==> config.mk <==
export PLATFORM = sky130hd
export DESIGN_NAME = axis_uart_rx
export DESIGN_NICKNAME = d
export VERILOG_FILES = /design/src/rtl/axis_uart_pkg.sv /design/src/rtl/axis_uart_fifo.sv /design/src/rtl/axis_uart_rx.sv
export SDC_FILE = /design/constraint.sdc
export NUM_CORES = 1
export LEC_CHECK = 0
export ABC_AREA = 1
export CORE_MARGIN = 1.5
export CORE_UTILIZATION = 55
export DETAILED_ROUTE_END_ITERATION = 16
export PLACE_DENSITY = 0.72
export REMOVE_ABC_BUFFERS = 1
export SKIP_LAST_GASP = 1
export SYNTH_ARGS = -nofsm -noshare
export SYNTH_HDL_FRONTEND = slang
export SYNTH_SLANG_ARGS = --single-unit
==> constraint.sdc <==
create_clock -name clk -period 3.5 [get_ports clk]
set_clock_uncertainty 0.15 [all_clocks]
set_input_delay 0.7 -clock clk [delete_from_list [all_inputs] [get_ports clk]]
set_output_delay 0.7 -clock clk [all_outputs]
set_load 0.02 [all_outputs]
==> src/rtl/axis_uart_pkg.sv <==
// Shared constants, FSM state type and baud divider helper for the AXIS UART datapath.
package axis_uart_pkg;

  localparam int unsigned PAR_NONE = 0;
  localparam int unsigned PAR_EVEN = 1;
  localparam int unsigned PAR_ODD  = 2;

  localparam int unsigned TUSER_FERR = 0;
  localparam int unsigned TUSER_PERR = 1;
  localparam int unsigned TUSER_W    = 2;

  typedef enum logic [2:0] {
    S_IDLE,
    S_START,
    S_DATA,
    S_PARITY,
    S_STOP
  } rx_state_e;

  // Clocks per oversample tick; zero means the clock is too slow for the line rate.
  function automatic int unsigned calc_div(input int unsigned clk_freq,
                                           input int unsigned baud,
                                           input int unsigned oversample);
    return clk_freq / (baud * oversample);
  endfunction

endpackage

==> src/rtl/axis_uart_fifo.sv <==
// Synchronous show-ahead FIFO; a push while full is accepted only alongside a pop.
module axis_uart_fifo #(
  parameter int unsigned WIDTH = 10,
  parameter int unsigned DEPTH = 4
) (
  input  logic             clk,
  input  logic             rst_n,
  input  logic             push,
  input  logic [WIDTH-1:0] push_data,
  input  logic             pop,
  output logic [WIDTH-1:0] head_data_c,
  output logic             full,
  output logic             empty
);

  localparam int unsigned AW    = (DEPTH > 1) ? $clog2(DEPTH) : 1;
  localparam int unsigned CNT_W = AW + 1;

  if (DEPTH < 2 || (DEPTH & (DEPTH - 1)) != 0) begin : g_bad_depth
    $error("axis_uart_fifo: DEPTH must be a power of two, at least 2");
  end

  logic [WIDTH-1:0] mem_q [DEPTH];
  logic [WIDTH-1:0] mem_d [DEPTH];
  logic [AW-1:0]    wr_ptr_q, wr_ptr_d;
  logic [AW-1:0]    rd_ptr_q, rd_ptr_d;
  logic [CNT_W-1:0] count_q, count_d;
  logic             full_q, full_d;
  logic             empty_q, empty_d;
  logic             do_push_c;
  logic             do_pop_c;

  always_comb begin
    mem_d     = mem_q;
    wr_ptr_d  = wr_ptr_q;
    rd_ptr_d  = rd_ptr_q;
    count_d   = count_q;
    do_pop_c  = pop && !empty_q;
    // A full FIFO can still take a push when the head leaves in the same cycle.
    do_push_c = push && (!full_q || do_pop_c);
    if (do_push_c) begin
      mem_d[wr_ptr_q] = push_data;
      wr_ptr_d        = wr_ptr_q + AW'(1);
    end
    if (do_pop_c) begin
      rd_ptr_d = rd_ptr_q + AW'(1);
    end
    unique case ({do_push_c, do_pop_c})
      2'b10:   count_d = count_q + CNT_W'(1);
      2'b01:   count_d = count_q - CNT_W'(1);
      default: count_d = count_q;
    endcase
    empty_d = (count_d == '0);
    full_d  = (count_d == CNT_W'(DEPTH));
  end

  always_ff @(posedge clk) begin
    if (!rst_n) begin
      mem_q    <= '{default: '0};
      wr_ptr_q <= '0;
      rd_ptr_q <= '0;
      count_q  <= '0;
      full_q   <= 1'b0;
      empty_q  <= 1'b1;
    end else begin
      mem_q    <= mem_d;
      wr_ptr_q <= wr_ptr_d;
      rd_ptr_q <= rd_ptr_d;
      count_q  <= count_d;
      full_q   <= full_d;
      empty_q  <= empty_d;
    end
  end

  assign head_data_c = mem_q[rd_ptr_q];
  assign full        = full_q;
  assign empty       = empty_q;

endmodule

==> src/rtl/axis_uart_rx.sv <==
// UART receiver: 16x oversampled majority-vote framing into an AXI4-Stream master via a small FIFO.
module axis_uart_rx
  import axis_uart_pkg::*;
#(
  parameter int unsigned CLK_FREQ   = 100_000_000,
  parameter int unsigned BAUD       = 115200,
  parameter int unsigned OVERSAMPLE = 16,
  parameter int unsigned DATA_BITS  = 8,
  parameter int unsigned PARITY     = 0,
  parameter int unsigned STOP_BITS  = 1,
  parameter int unsigned FIFO_DEPTH = 4
) (
  input  logic                 clk,
  input  logic                 rst_n,
  input  logic                 rx,
  output logic [DATA_BITS-1:0] m_axis_tdata,
  output logic [TUSER_W-1:0]   m_axis_tuser,
  output logic                 m_axis_tvalid,
  input  logic                 m_axis_tready,
  output logic                 overrun
);

  localparam int unsigned DIV    = calc_div(CLK_FREQ, BAUD, OVERSAMPLE);
  localparam int unsigned CW     = $clog2(DIV) + 1;
  localparam int unsigned SW     = $clog2(OVERSAMPLE);
  localparam int unsigned BW     = $clog2(DATA_BITS + 1);
  localparam int unsigned FIFO_W = DATA_BITS + TUSER_W;

  if (DIV < 1) begin : g_bad_div
    $error("axis_uart_rx: CLK_FREQ too low for BAUD*OVERSAMPLE");
  end
  if (OVERSAMPLE < 8 || (OVERSAMPLE % 2) != 0) begin : g_bad_os
    $error("axis_uart_rx: OVERSAMPLE must be even and at least 8");
  end
  if (DATA_BITS < 5 || DATA_BITS > 9) begin : g_bad_bits
    $error("axis_uart_rx: DATA_BITS must be 5..9");
  end
  if (!(PARITY == PAR_NONE || PARITY == PAR_EVEN || PARITY == PAR_ODD)) begin : g_bad_par
    $error("axis_uart_rx: PARITY must be 0, 1 or 2");
  end
  if (STOP_BITS < 1 || STOP_BITS > 2) begin : g_bad_stop
    $error("axis_uart_rx: STOP_BITS must be 1 or 2");
  end

  logic                 sync1_q, sync2_q;
  logic [CW-1:0]        tick_cnt_q, tick_cnt_d;
  logic                 tick_c;
  logic                 prev_q, prev_d;
  rx_state_e            state_q, state_d;
  logic [SW-1:0]        scnt_q, scnt_d;
  logic [BW-1:0]        bitcnt_q, bitcnt_d;
  logic [DATA_BITS-1:0] data_q, data_d;
  logic [1:0]           samp_q, samp_d;
  logic                 perr_q, perr_d;
  logic                 ferr_q, ferr_d;
  logic                 overrun_q, overrun_d;
  logic                 vote_c;
  logic                 vote_pt_c;
  logic                 push_c;
  logic                 pop_c;
  logic [TUSER_W-1:0]   push_user_c;
  logic [FIFO_W-1:0]    push_data_c;
  logic [FIFO_W-1:0]    head_c;
  logic                 fifo_full;
  logic                 fifo_empty;

  // Free-running oversample tick.
  always_comb begin
    tick_c     = (tick_cnt_q == CW'(DIV - 1));
    tick_cnt_d = tick_c ? '0 : tick_cnt_q + CW'(1);
  end

  // Two earlier samples plus the current one decide the bit.
  assign vote_c    = (samp_q[0] & samp_q[1]) | (samp_q[0] & sync2_q) | (samp_q[1] & sync2_q);
  assign vote_pt_c = tick_c && (scnt_q == SW'(OVERSAMPLE / 2 + 1));
  assign pop_c     = m_axis_tvalid & m_axis_tready;

  always_comb begin
    state_d     = state_q;
    prev_d      = prev_q;
    scnt_d      = scnt_q;
    bitcnt_d    = bitcnt_q;
    data_d      = data_q;
    samp_d      = samp_q;
    perr_d      = perr_q;
    ferr_d      = ferr_q;
    push_c      = 1'b0;
    push_user_c = '0;

    if (tick_c) begin
      prev_d = sync2_q;
      scnt_d = (scnt_q == SW'(OVERSAMPLE - 1)) ? '0 : scnt_q + SW'(1);
      if (scnt_q == SW'(OVERSAMPLE / 2 - 1)) samp_d[0] = sync2_q;
      if (scnt_q == SW'(OVERSAMPLE / 2))     samp_d[1] = sync2_q;
    end

    unique case (state_q)
      S_IDLE: begin
        scnt_d = '0;
        // Only a fresh high-to-low transition starts a frame.
        if (tick_c && prev_q && !sync2_q) begin
          state_d  = S_START;
          bitcnt_d = '0;
          perr_d   = 1'b0;
          ferr_d   = 1'b0;
        end
      end
      S_START: begin
        if (vote_pt_c) begin
          state_d  = vote_c ? S_IDLE : S_DATA;
          bitcnt_d = '0;
        end
      end
      S_DATA: begin
        if (vote_pt_c) begin
          data_d = {vote_c, data_q[DATA_BITS-1:1]};
          if (bitcnt_q == BW'(DATA_BITS - 1)) begin
            bitcnt_d = '0;
            state_d  = (PARITY != PAR_NONE) ? S_PARITY : S_STOP;
          end else begin
            bitcnt_d = bitcnt_q + BW'(1);
          end
        end
      end
      S_PARITY: begin
        if (vote_pt_c) begin
          perr_d  = ((^data_q) ^ vote_c) != (PARITY == PAR_ODD);
          state_d = S_STOP;
        end
      end
      S_STOP: begin
        if (vote_pt_c) begin
          if (!vote_c) ferr_d = 1'b1;
          // Push at the last stop-bit decision instead of waiting out the bit.
          if (bitcnt_q == BW'(STOP_BITS - 1)) begin
            push_c  = 1'b1;
            state_d = S_IDLE;
          end else begin
            bitcnt_d = bitcnt_q + BW'(1);
          end
        end
      end
      default: state_d = S_IDLE;
    endcase

    push_user_c[TUSER_PERR] = perr_q;
    push_user_c[TUSER_FERR] = ferr_d;
  end

  assign push_data_c = {push_user_c, data_q};
  assign overrun_d   = push_c & fifo_full & ~pop_c;

  always_ff @(posedge clk) begin
    if (!rst_n) begin
      sync1_q    <= 1'b1;
      sync2_q    <= 1'b1;
      tick_cnt_q <= '0;
      prev_q     <= 1'b1;
      state_q    <= S_IDLE;
      scnt_q     <= '0;
      bitcnt_q   <= '0;
      data_q     <= '0;
      samp_q     <= '0;
      perr_q     <= 1'b0;
      ferr_q     <= 1'b0;
      overrun_q  <= 1'b0;
    end else begin
      sync1_q    <= rx;
      sync2_q    <= sync1_q;
      tick_cnt_q <= tick_cnt_d;
      prev_q     <= prev_d;
      state_q    <= state_d;
      scnt_q     <= scnt_d;
      bitcnt_q   <= bitcnt_d;
      data_q     <= data_d;
      samp_q     <= samp_d;
      perr_q     <= perr_d;
      ferr_q     <= ferr_d;
      overrun_q  <= overrun_d;
    end
  end

  axis_uart_fifo #(
    .WIDTH (FIFO_W),
    .DEPTH (FIFO_DEPTH)
  ) u_fifo (
    .clk         (clk),
    .rst_n       (rst_n),
    .push        (push_c),
    .push_data   (push_data_c),
    .pop         (pop_c),
    .head_data_c (head_c),
    .full        (fifo_full),
    .empty       (fifo_empty)
  );

  assign m_axis_tdata  = head_c[DATA_BITS-1:0];
  assign m_axis_tuser  = head_c[DATA_BITS +: TUSER_W];
  assign m_axis_tvalid = ~fifo_empty;
  assign overrun       = overrun_q;

endmodule

**Word-level counts from Yosys, hierarchy flattened**

Index checks and enable logic that the tools add are counted.

- Flip-flop bits (word level): 83
- Input bits: 4
- Output and inout port bits: 12

- Equality and inequality tests: 21
- Add/subtract/negate cells: 7
- Muxes and demuxes: 34
- Bitwise gates (word level): 14
- Reduce and logical (&&, ||, !) cells: 24
- $lt $le $gt $ge: 3

Operators with widths:

| cell | count |
|---|---|
| $bwmux 40 | 1 |
| $mux 10 | 3 |
| $mux 4 | 7 |
| $mux 3 | 7 |
| $bmux 10 s2 | 1 |
| $demux 10 s2 | 1 |
| $ne 2x2->1 const B | 8 |
| $pmux 4 s4 | 1 |
| $pmux 3 s5 | 1 |
| $eq 4x4->1 const B | 3 |
| $add 4x1->4 const B | 2 |
| $eq 4x3->1 const B | 2 |
| $mux 1 | 8 |
| $reduce_xor 8->1 | 1 |
| $add 7x1->7 const B | 1 |
| $eq 7x6->1 const B | 1 |
| $reduce_and 7->1 | 1 |
| $and 1x1->1 | 6 |
| $eq 3x2->1 const B | 2 |
| $eq 3x3->1 const B | 2 |
| $ge 3x3->1 const B | 2 |
| $logic_and 1x1->1 | 6 |
| $logic_not 3->1 | 2 |
| $not 2->3 | 2 |
| 22 further kinds | 32 |

**Logic depth before layout (Yosys ltp)**

Gate-level depths: netlist of run 1.

- Depth in word-level cells: 8
- Mapped depth: 15

**Hierarchy**

A second synthesis of run 1 with hierarchy kept.

- Cells, all modules: 658
- Area total of the unflattened synthesis: 4374.2 um^2

Modules (own cells, without submodules):

| module | times used | area each (um^2) | sequential area each (um^2) | cells each |
|---|---|---|---|---|
| axis_uart_fifo | 1 | 2409.8 | 980.9 | 376 |
| axis_uart_rx | 1 | 1964.4 | 680.7 | 282 |

**Worst setup path before layout of run 1**

No wires, ideal clock.

- Path type: input to register
- From: input port m_axis_tready
- To: register u_fifo.empty_q, in the netlist u_fifo.empty
- Stages: 11
- Data required time: 3.280 ns
- Path buffers: 0
- Arrival time: 2.389 ns
- Setup time: 0.070 ns
- Slack: 0.891 ns
- Cells stage by stage: nand2_1 > nand2_1 > nand2_1 > ha_1 > inv_1 > fa_1 > or2_2 > nand3_1 > xor2_1 > nor2_1 > a21oi_1

- Cells in the longest elaborated chain, start to end: 7
- Elaborated cells on any way between the ends: 8
- Classes of those cells: 2 x eq/ne; 1 x mux; 1 x bitwise; 4 x reduce/logical

Ends and longest elaborated chain:

| element | line | text |
|---|---|---|
| start: declaration | axis_uart_rx.sv:19 | `input logic m_axis_tready,` |
| $and 1x1->1 * | axis_uart_rx.sv:76 | `assign pop_c = m_axis_tvalid & m_axis_tready;` |
| $logic_and 1x1->1 * | axis_uart_fifo.sv:38 | `do_pop_c = pop && !empty_q;` |
| $logic_or 1x1->1 | axis_uart_fifo.sv:40 | `do_push_c = push && (!full_q \|\| do_pop_c);` |
| $logic_and 1x1->1 | axis_uart_fifo.sv:40 |  |
| $eq 2x1->1 or $eq 2x2->1 (tied branches) | axis_uart_fifo.sv:48 | `unique case ({do_push_c, do_pop_c})` |
| $pmux 3 s2 * | axis_uart_fifo.sv:48 |  |
| $logic_not 3->1 * | axis_uart_fifo.sv:53 | `empty_d = (count_d == '0);` |
| end signal: assignment | axis_uart_fifo.sv:71 | `empty_q <= empty_d;` |
| end: declaration | axis_uart_fifo.sv:29 | `logic empty_q, empty_d;` |

Every way passes the cells marked *; elsewhere a longest branch is shown, timed or not.
A chain may end at the register's enable or synchronous reset.

**Worst setup path after layout of run 1**

- From: register u_fifo.rd_ptr_q[1]
- To: output port m_axis_tuser[1]

- Cells in the longest elaborated chain, start to end: 4

Ends and longest elaborated chain:

| element | line | text |
|---|---|---|
| start: declaration | axis_uart_fifo.sv:26 | `logic [AW-1:0] rd_ptr_q, rd_ptr_d;` |
| start signal: assignment | axis_uart_fifo.sv:68 | `rd_ptr_q <= rd_ptr_d;` |
| $not 2->3 (implied by the code) | axis_uart_fifo.sv:75 | `assign head_data_c = mem_q[rd_ptr_q];` |
| $bmux 10 s2 | axis_uart_fifo.sv:75 |  |
| $mux 10 (implied by the code) (2 in a row) | axis_uart_fifo.sv:75 |  |
| end: declaration | axis_uart_rx.sv:17 | `output logic [TUSER_W-1:0] m_axis_tuser,` |

No other way between the ends. The select of a mux whose other input is x is not followed.

==> results.md, run 1 <==
- Max Slew Vio Count: 0
- Placer Congestion: 0.818
- WL/cell: 11.1 um
- Antenna Cells: 0
- Post-CTS Hold Fix Bufs: 0
- Post-CTS Resized: 0
- Num ports: 16
- Layout area overhead: 8.46%
- Routed wire length: 8170 um
- Vias/cell: 4.88
- Mapped Area: 0.00417 mm^2
- Post-synthesis register bit count: 83
- Fin crit share: 0.866
- Setup TNS: 0 ps
- Final hold vios: 0
- Synth top area cells: dfxtp_1 (40%), nand2_1 (15%), nor2_1 (11%)
- Total iterations of the first detailed-routing run: 4
- HPWL Detailed: 5380 um
- CTS tree: built
- TritonCTS buffer count: 9
- Max VDD drop: 0.000244 V
- Design area: 0.00453 mm^2
- Fill count: 711
- CP Cell Sequence: inv_1 -> o21ai_0 -> a21oi_1 -> a21oi_1 -> clkdlybuf4s50_1
- Largest net degree at the start of global routing: 33
- Final antenna-violating net count: 0
- Die Y: 90.1 um
- Slew of the pin with the lowest slew margin: 684 ps
- Post-CTS Setup Inserts: 0
- Area of the multi-input gates: 0.00206 mm^2
- Top cell type's share of synthesized area: 0.398
- Clock buffer depth: 2
- Synthesized area per cell: 6.63 um^2
- Worst Path Max Fanout: 21
- Rows: 31
- Die boundary width: 90.1 um
- Reg clk slew, reported paths: 80 ps
- Status: finished clean
- HP Class: reg2reg
- Clock Tree Root: clkbuf_8
- Fraction of layout cells with a size suffix above 1: 0.0676
- Most frequent CP cell: a21oi_1
- Core area: 0.00729 mm^2
- Initial antenna violation count: 0
- Pwr dens: 368 mW/mm^2
- Warnings from Yosys: 0
- Mapped Cells: 629
- Reg area: 0.00166 mm^2
- Max-cap viol count: 0
- Placement Cell Area: 0.00433 mm^2
- Initial Utilization: 0.572
- Post-layout min period: 3030 ps
- Worst path max stage delay: 540 ps
- Clock Latency Late Sink: 360 ps
- Die area: 0.00812 mm^2
- Via count: 3588
- Unrepaired setup endpoints after global routing: false
- WS Path Type: reg2out
- H-tree depth: 3
- Nets@finish: 648
- Crit end category: primary output
- Initial DRC count: 170
- Sink Count: 83
- Final Setup Violations: 0
- GR Util All Layers: 0.216
- Crit path max-delay cell type: clkdlybuf4s50_1
- First-pass GRT wire length: 14300 um
- Sequential fraction of the synthesis area: 0.398
- Critical Path RT: 2650 ps
- Netlist cell types: 29
- Maximum clock frequency: 0.330 GHz
- Residual DRC: 0
- Slew Limit Headroom: 0.543
- Congestion Overflow GR: 0
- Synth area leader: dfxtp_1
- Startpoint types: register
- Vias in the first global route: 3268
- Port Buf Inserts: 15
- CP arrival: 2180 ps
- Leak: 2.22 nW
[state kept, by name, indices dropped and copies added, names as in the netlist]
name,flops
u_fifo.rd_ptr_q,2
u_fifo.wr_ptr_q,2
ferr_q,1
tick_cnt_q,7
sync2_q,1
bitcnt_q,4
scnt_q,4
state_q,3
data_q,8
overrun,1
prev_q,1
u_fifo.mem_q,40
sync1_q,1
u_fifo.count_q,3
u_fifo.full,1
u_fifo.empty,1
perr_q,1
samp_q,2
[cell families (layout without fill, tap and decap cells)]
family                     after synthesis  in the layout  synth area share
and+or+nand+nor                        333            333             0.333
buffers and inverters                  110            117             0.108
DFF                                     83             83             0.398
AOI/OAI and AO/OA                       79             79            0.0963
adders and majority gates               13             13            0.0408
xor gates and xnor gates                11             11            0.0231
[final cells by class]
type,count,area share
inverters,81,0.0672
clock inverters,5,0.0116
repair buffers,20,0.0404
clock buffers,11,0.0312
well taps,99,0.0274
flip-flops and latches,83,0.367
multi-input cells,436,0.455
[final timing paths]
path                                  end                            start  slack [ps]  cells after the start
setup / recovery          m_axis_tuser[1]  u_fifo.rd_ptr_q[1]$_SDFFE_PN0P_         470                      5
hold / removal         sync2_q$_SDFF_PN1_               sync1_q$_SDFF_PN1_         270                      1
setup reg to reg  u_fifo.empty$_SDFF_PN1_           scnt_q[1]$_SDFFE_PP0P_         770                     15
hold reg to reg        sync2_q$_SDFF_PN1_               sync1_q$_SDFF_PN1_         270                      1
[cells in the mapped netlist]
| cell type | n |
|---|---|
| nor3_1 | 5 |
| nand2_2 | 5 |
| nor4_1 | 1 |
| nor2_8 | 1 |
| xor2_1 | 7 |
| xnor2_1 | 4 |
| nand3b_1 | 1 |
| a211oi_1 | 1 |
| inv_2 | 2 |
| nor2_1 | 118 |
| or2_2 | 5 |
| nor3b_1 | 1 |
| buf_6 | 4 |
| nand3_2 | 5 |
| nor2_2 | 1 |
| nand3_1 | 17 |
| a31oi_1 | 1 |
| o21ai_0 | 21 |
| nand2_1 | 170 |
| o21bai_1 | 1 |
| dfxtp_1 | 83 |
| nand3_4 | 1 |
| fa_1 | 1 |
| inv_1 | 79 |
| a21oi_1 | 55 |
| buf_2 | 7 |
| clkbuf_1 | 18 |
| ha_1 | 12 |
| nor2_4 | 2 |
[power breakdown]
part	internal (W)	leakage [nW]	switching, W	total [W]
clock	0.000346	0.0991	0.000341	0.000686
combinational	0.00000914	1.45	0.0000210	0.0000302
sequential	0.000947	0.669	0.00000316	0.000950
total	0.00130	2.22	0.000365	0.00167
[layout by cell type (no fill, tap or decap), drive strengths merged, types with 11 or more instances in the layout]
cell / instances
o21ai: 21
inv: 81
ha: 12
nand3: 23
clkbuf: 11
dfxtp: 83
nor2: 122
clkdlybuf4s50: 14
nand2: 175
a21oi: 55
[per-stage QoR]
| step | hold WS [ps] | total power [W] | worst slack (ps) | util | instances |
|---|---|---|---|---|---|
| after global placement | 250 | 0.00100 | 523 | 0.594 | 719 |
| after detailed placement | 252 | 0.00100 | 469 | 0.594 | 719 |
| after global routing | 289 | 0.00172 | 327 | 0.621 | 735 |
| final | 269 | 0.00167 | 469 | 0.621 | 735 |
| after floorplan | 243 | 0.000985 | 880 | - | 600 |
| after CTS | 272 | 0.00168 | 437 | 0.621 | 735 |
[worst max-delay path, delay by kind of cell, from the launching register on]
| kind | cells | cell delay, ps |
|---|---|---|
| buffers and inverters | 2 | 1040 |
| AO/OA/AOI/OAI | 3 | 470 |
| flip-flops | 1 | 310 |
[layer usage]
| layer | part of all wire | vias up | GRT usage |
|---|---|---|---|
| met5 | 0 | - | 0 |
| met4 | 0.015 | 0 | 0.101 |
| li1 | - | 1919 | - |
| met3 | 0.030 | 11 | 0.0313 |
| met2 | 0.48 | 45 | 0.372 |
| met1 | 0.48 | 1613 | 0.263 |
Power figures use the tool's default switching activity.
==> run 2, diff against run 1 <==
Settings changed: CTS_CLUSTER_SIZE from default to 14.
==> results of run 2 <==
Final layout, timing and power as in run 1 (identical DEF).
